File: config.mk
export PLATFORM = sky130hd
export DESIGN_NAME = axi_rd_arbiter
export DESIGN_NICKNAME = d
export VERILOG_FILES = /design/src/rtl/axi_rd_arbiter.sv
export SDC_FILE = /design/constraint.sdc
export NUM_CORES = 1
export LEC_CHECK = 0
export CORE_MARGIN = 1.5
export CORE_UTILIZATION = 47
export CTS_BUF_LIST = sky130_fd_sc_hd__clkbuf_2 sky130_fd_sc_hd__clkbuf_4 sky130_fd_sc_hd__clkbuf_8
export CTS_CLUSTER_DIAMETER = 30
export DETAILED_ROUTE_END_ITERATION = 10
export MAX_ROUTING_LAYER = met4
export PLACE_DENSITY_LB_ADDON = 0.25
export SLEW_MARGIN = 10
export SYNTH_ARGS = -nofsm -noshare
export SYNTH_HDL_FRONTEND = slang
export SYNTH_SLANG_ARGS = --single-unit
File: constraint.sdc
create_clock -name ACLK -period 4.1 [get_ports ACLK]
set_clock_uncertainty 0.15 [all_clocks]
set_input_delay 0.41 -clock ACLK [delete_from_list [all_inputs] [get_ports ACLK]]
set_output_delay 0.41 -clock ACLK [all_outputs]
set_load 0.005 [all_outputs]
File: src/rtl/axi_rd_arbiter.sv
// ---------------------------------------------------------------------------
// axi_rd_arbiter
//   Read-address arbiter for a 2-way AXI channel mux. It grants one of two
//   masters and holds the mux select from the AR handshake through the
//   RLAST beat. It also counts R beats against the granted ARLEN and raises a
//   sticky error on a mismatch.
//
//   Build option:
//     AXI_ARB_FIXED_PRIO_EN  when defined, M0 always wins simultaneous
//                            requests. When undefined (default), simultaneous
//                            requests are served round-robin.
//
//   Ports:
//     ACLK, ARESETn           clock; asynchronous active-low reset
//     ARVALID_M0/M1           read-address valid from each master
//     ARLEN_M0/M1             burst length from each master (beats = ARLEN+1)
//     ARREADY                 read-address ready for the granted master
//     RVALID, RREADY, RLAST   R-channel handshake of the granted master
//     pointer                 mux select: 0 none, 1 M0, 2 M1 (registered)
//     busy                    high while a transaction is in flight
//     len_err                 sticky: RLAST arrived on the wrong beat
// ---------------------------------------------------------------------------
module axi_rd_arbiter #(
  parameter int unsigned PTR_W = 2,
  parameter int unsigned LEN_W = 4
) (
  input  logic             ACLK,
  input  logic             ARESETn,
  input  logic             ARVALID_M0,
  input  logic             ARVALID_M1,
  input  logic [LEN_W-1:0] ARLEN_M0,
  input  logic [LEN_W-1:0] ARLEN_M1,
  input  logic             ARREADY,
  input  logic             RVALID,
  input  logic             RREADY,
  input  logic             RLAST,
  output logic [PTR_W-1:0] pointer,
  output logic             busy,
  output logic             len_err
);

  localparam int unsigned CNT_W = LEN_W + 1;

  localparam logic [CNT_W-1:0] CNT_MAX  = '1;
  localparam logic [PTR_W-1:0] PTR_NONE = PTR_W'(0);
  localparam logic [PTR_W-1:0] PTR_M0   = PTR_W'(1);
  localparam logic [PTR_W-1:0] PTR_M1   = PTR_W'(2);

`ifdef AXI_ARB_FIXED_PRIO_EN
  localparam logic RR_EN = 1'b0;
`else
  localparam logic RR_EN = 1'b1;
`endif

  typedef enum logic [1:0] {
    IDLE = 2'd0,
    ADDR = 2'd1,
    DATA = 2'd2
  } state_t;

  state_t           state;
  state_t           state_d;
  logic [PTR_W-1:0] pointer_d;
  logic             busy_d;
  logic             len_err_d;
  logic [LEN_W-1:0] len_q;
  logic [LEN_W-1:0] len_d;
  logic [CNT_W-1:0] beat_cnt;
  logic [CNT_W-1:0] beat_d;
  // Last master served: 0 = M0, 1 = M1.
  logic             last_grant;
  logic             last_grant_d;

  logic             ar_req;
  logic             pick_m1;
  logic             gnt_m1;
  logic             ar_hs;
  logic             r_hs;
  logic             at_len;

  // Request decode and handshake qualifiers.
  always_comb begin
    ar_req  = ARVALID_M0 | ARVALID_M1;
    // M1 wins when alone, or on contention when round-robin favours it.
    pick_m1 = ARVALID_M1 & (~ARVALID_M0 | (RR_EN & ~last_grant));
    gnt_m1  = (pointer == PTR_M1);
    ar_hs   = (gnt_m1 ? ARVALID_M1 : ARVALID_M0) & ARREADY;
    r_hs    = RVALID & RREADY;
    // Beats already received equals ARLEN: the current beat must be the last.
    at_len  = (beat_cnt == CNT_W'(len_q));
  end

  // State register.
  always_ff @(posedge ACLK or negedge ARESETn) begin
    if (!ARESETn) begin
      state <= IDLE;
    end else begin
      state <= state_d;
    end
  end

  // Next-state logic.
  always_comb begin
    state_d = state;
    case (state)
      IDLE: begin
        if (ar_req) begin
          state_d = ADDR;
        end
      end
      ADDR: begin
        // A granted master dropping ARVALID just stalls here.
        if (ar_hs) begin
          state_d = DATA;
        end
      end
      DATA: begin
        if (r_hs && RLAST) begin
          state_d = IDLE;
        end
      end
      default: state_d = IDLE;
    endcase
  end

  // Next values for the registered outputs and datapath.
  always_comb begin
    pointer_d    = pointer;
    len_d        = len_q;
    beat_d       = beat_cnt;
    len_err_d    = len_err;
    last_grant_d = last_grant;
    case (state)
      IDLE: begin
        if (ar_req) begin
          pointer_d = pick_m1 ? PTR_M1 : PTR_M0;
          len_d     = pick_m1 ? ARLEN_M1 : ARLEN_M0;
          beat_d    = '0;
        end
      end
      DATA: begin
        if (r_hs) begin
          if (beat_cnt != CNT_MAX) begin
            beat_d = beat_cnt + CNT_W'(1);
          end
          if (RLAST) begin
            if (!at_len) begin
              len_err_d = 1'b1;
            end
            last_grant_d = gnt_m1;
            pointer_d    = PTR_NONE;
          end else if (at_len) begin
            // Overrun: one beat more than ARLEN allows and still no RLAST.
            len_err_d = 1'b1;
          end
        end
      end
      default: begin
      end
    endcase
    busy_d = (state_d != IDLE);
  end

  // Output and datapath registers.
  always_ff @(posedge ACLK or negedge ARESETn) begin
    if (!ARESETn) begin
      pointer    <= PTR_NONE;
      busy       <= 1'b0;
      len_err    <= 1'b0;
      len_q      <= '0;
      beat_cnt   <= '0;
      last_grant <= 1'b1;
    end else begin
      pointer    <= pointer_d;
      busy       <= busy_d;
      len_err    <= len_err_d;
      len_q      <= len_d;
      beat_cnt   <= beat_d;
      last_grant <= last_grant_d;
    end
  end

endmodule

Yosys cells after proc, flatten, opt, wreduce, memory -nomap -nowiden
Index checks and enable logic that the tools add are counted.
{"block": "word_totals", "register_bits": 16, "latch_bits": 0, "mem_bits_rw": 0, "mem_bits_ro": 0, "in_bits": 16, "output_inout_bits": 4, "word_cells": 53, "memories": 0}
{"block": "op_classes", "addsub": 1, "mul": 0, "div": 0, "n_lt_le_gt_ge": 0, "n_eq_ne": 10, "n_shift": 0, "muxes": 18, "n_bitwise": 7, "reduce_logical": 10}
{"op": "two-way mux 5 bit", "n": 3}
{"op": "two-way mux 2 bit", "n": 7}
{"op": "AND reduction 4 bit", "n": 3}
{"op": "!= test 2 bit, second input constant", "n": 5}
{"op": "case mux 5 bit (2 select lines)", "n": 1}
{"op": "case mux 2 bit (3 select lines)", "n": 1}
{"op": "nonzero test 2 bit", "n": 3}
{"op": "adder 5 x 1 -> 5 bit, second input constant", "n": 1}
{"op": "== test 5 x 4 -> 1 bit", "n": 1}
{"op": "!= test 5 bit, second input constant", "n": 1}
{"op": "== test 2 bit, second input constant", "n": 2}
{"op": "two-way mux 1 bit", "n": 4}
{"op": "two-way mux 4 bit", "n": 1}
{"op": "case mux 2 bit (2 select lines)", "n": 1}
{"op": "bitwise AND 1 bit", "n": 3}
{"op": "AND reduction 3 bit", "n": 1}
{"op": "== test 2 x 1 -> 1 bit, second input constant", "n": 1}
{"op": "zero test 2 bit", "n": 1}
{"op": "NOT 1 bit", "n": 2}
{"op": "OR 1 bit", "n": 2}
{"op": "AND reduction 2 bit", "n": 1}
{"op": "logical AND 1 bit", "n": 1}

Depth between registers and ports, before layout
{"block": "depth", "word_depth": 6, "depth_mapped": 7, "ltp_nobuf": 7}

Least setup slack after synthesis
Ideal clock, no wire load.
{"block": "synth_path", "path_type": "register -> register", "startpoint": "register beat_cnt[0]", "endpoint": "register beat_cnt[2]", "setup_time_ns": 0.067, "t_arrival_ns": 1.681, "required_ns": 3.883, "path_slack_ns": 2.202, "stages_incl_launch_ff": 8, "n_path_buf": 0, "period_less_slack_ns": 1.898, "cell_sequence": "dfrtp_1 ha_1 and3_1 ha_1 nand2_1 nand2_1 or4b_1 nand2_1"}
{"block": "synth_via", "elab_chain_len": 4, "word_cells_on_any_way": 7, "cone_classes": "1 x add/sub; 2 x eq/ne; 3 x mux; 1 x reduce/logical"}
{"item": "start, declared", "line_no": "68", "text": "logic [CNT_W-1:0] beat_cnt;"}
{"item": "start signal, assigned", "line_no": "178", "text": "beat_cnt <= beat_d;"}
{"item": "adder 5 x 1 -> 5 bit", "line_no": "144", "text": "beat_d = beat_cnt + CNT_W'(1);"}
{"item": "two-way mux 5 bit", "line_no": "143", "text": "if (beat_cnt != CNT_MAX) begin"}
{"item": "two-way mux 5 bit", "line_no": "142", "text": "if (r_hs) begin"}
{"item": "case mux 5 bit (2 select lines)", "line_no": "133", "text": "case (state)"}
Parallel ways exist; a longest one is shown, timed or not. The select of a mux whose other input is x is not followed.
A chain may end at the register's enable or synchronous reset.

Worst setup path in the final report
{"block": "layout_path", "startpoint": "register beat_cnt[0]", "endpoint": "register beat_cnt[3]"}
Same word-level chain as after synthesis.

==> impl_results.md <==
- Status: finished, final reports clean
- Final Non-Filler Cells: between 100 and 150
- Vias in the first global route: 699
- Hold Path Class: reg -> reg
- FF-to-FF setup slack: just over 2 ns
- Worst-skew pair later-pin latency: 0.29 ns
- Die height: ~46 um
- Hold Fails Final Rpt: 0
- Final #Nets: 128
- Register area share after synthesis: between 40% and 50%
- Pwr Density: roughly 570 mW/mm^2
- DPL Wire Length: 1310 um
- VDD IR-drop max: 0.282 mV
- Final Cycle Share: 50.1%
- Ys async rst share: 100%
- Final Cell Area: about 0.0011 mm^2
- Top post-synthesis cells by area: dfrtp_1, a222oi_1, nand2_1, xor2_1, inv_1
- CTS tree: yes
- Max-slew violations: 0
- Post-route DRC: 0
- Max clock buf depth: 2
- Initial antenna violation count: 0
- First-pass GRT wire length: about 2900 um
- Post-layout util: about 63%
- Port Buffers: 19
- Total track usage: 20.6%
- RSZ-0062 raised after global routing: false
- WP data required: between 4 and 5 ns
- Synth Net Count: between 100 and 150
- Rel. slew slack: roughly 52%
- Via/cell ratio: 5.48
- Die Area: about 0.0021 mm^2
- Starting DRC count in detailed routing: 29
- Antenna-violating nets left: 0
- Share of layout cells above drive strength 1: roughly 6.4%
- Vias post-DR: roughly 730
- Yosys top cell area share: 43.7%
- Mapped Area: approximately 860 um^2
- Post-CTS Resized: 0
- Num ports: 20
- Root buffer cell: clkbuf_4
- Post-synth EDFFs: 0
- Synthesized flop and latch total: 16
- Post-synth cell types: 33
- Most frequent cells in the layout: clkdlybuf4s50_1, dfrtp_1, nand2_1
- # H-tree levels: 1
- ANT cells: 0
- Synth area leader: dfrtp_1
- Routability cong.: ~0.8
- Synth-to-Final Area Change: 27.5%
- YS warnings: 0
- Crit Path Class: reg -> reg
- F_max: 487 MHz
- Most used DFF post-synth: dfrtp_1
- Placed instance area: 0.00107 mm^2
- Clock transition at path regs: 0.09 ns
- Setup Viol. Count Final: 0
- Pleak: 0.505 nW
- Fin crit period: 2.06 ns
- Rows: 15
- Final wirelength: 1770 um
- Worst Max-Slew Pin Slew: between 0.7 and 0.8 ns
- Crit start category: register
- Largest net degree at the start of global routing: 17
- CORE AREA: 0.00173 mm^2
- Total grt overflow: 0
- DR pass1 iterations: 5
- Syn Inst Count: just under 90
- Setup TNS: 0 ns
- Die width: ~46 um
- DR WL/cell: ~13 um
- Max Fanout on Critical Path: 6
- Inserted Clock Buffers: 3
- CTS sink count: 16
- Hold buffer count at CTS: 0
- Critical path arrival: between 2 and 2.5 ns
- Critical Path Sink Type: register
- Post-synthesis average cell area: 9.77 um^2
- Initial core utilization: 49.8%
- Post-CTS Setup Bufs: 0
- Commonest non-fill, non-tap cell in the layout: clkdlybuf4s50_1
- Cell Count Post-Placement: between 100 and 150
- Max Cap Violations: 0
## sequential cells by signal, summed over array words and instances, names as in the netlist
signal / cells
beat_cnt: 5
len_q: 4
pointer: 2
busy: 1
state: 2
last_grant: 1
len_err: 1
## where the power goes
part | total, mW | leakage (nW) | internal (mW) | switching (mW)
clock network | 0.0942 | 0.0184 | 0.0445 | 0.0497
logic | 0.251 | 0.285 | 0.132 | 0.120
registers | 0.276 | 0.201 | 0.219 | 0.0566
total | 0.622 | 0.505 | 0.395 | 0.226
## cell type report
class,instances,area (um^2)
inverter,8,30.0
timing repair buffer,19,190
tap,25,31.3
clock buffer,4,30.0
fill,160,631
multi-input combinational,62,413
sequential,16,402
## cell usage after synthesis, drive strengths merged (3+ instances only)
cell type  count
o21ai          5
and3           3
nand2b         3
a222oi         4
nand3          4
o211ai         3
inv            8
nor2           3
nand2         10
xor2           4
dfrtp         15
nor2b          3
## path summary, 6_finish.rpt
check	from	end	cells after the start
max reg2reg	beat_cnt[0]	beat_cnt[3]	7
min reg2reg	len_err	len_err	1
min	len_err	len_err	1
max	beat_cnt[0]	beat_cnt[3]	7
min in group asynchronous	ARESETn	state[1]	1
max in group asynchronous	ARESETn	pointer[1]	1
## worst max-delay path, stage by stage (launching register included)
cell and delay [ns]:
dfrtp_1 0.46, ha_1 0.24, and3_1 0.18, ha_1 0.24, nand2_1 0.12, nand4_1 0.11, or3_1 0.33, a21boi_1 0.15
## stage by stage
step	hold WS, ns	power, mW	setup slack (ns)
after floorplan	-0.0356	0.441	2.20
after detailed placement	0.317	0.531	1.84
final	0.334	0.622	2.04
after global placement	0.318	0.521	1.88
after global routing	0.362	0.668	1.93
after CTS	0.343	0.627	2.05
## per-layer routing
metal | vias to the layer above | routed length (um) | track usage (%)
met5 | - | 0 | -
met4 | 0 | 42 | 10.9
met3 | 5 | 103 | 2.38
met2 | 27 | 818 | 31.5
met1 | 338 | 807 | 26.8
li1 | 364 | - | -
## cell families (layout without fill, tap and decap cells)
group | count (synthesis) | in the layout | synth area share [%]
compound gates | 19 | 19 | 16.3
xor+xnor | 4 | 4 | 4.08
fa+ha+maj | 2 | 2 | 2.91
buf+inv | 10 | 31 | 5.24
flops | 16 | 16 | 46.7
mux | 3 | 3 | 3.64
simple gates | 34 | 34 | 21.1
Power figures use the tool's default switching activity.
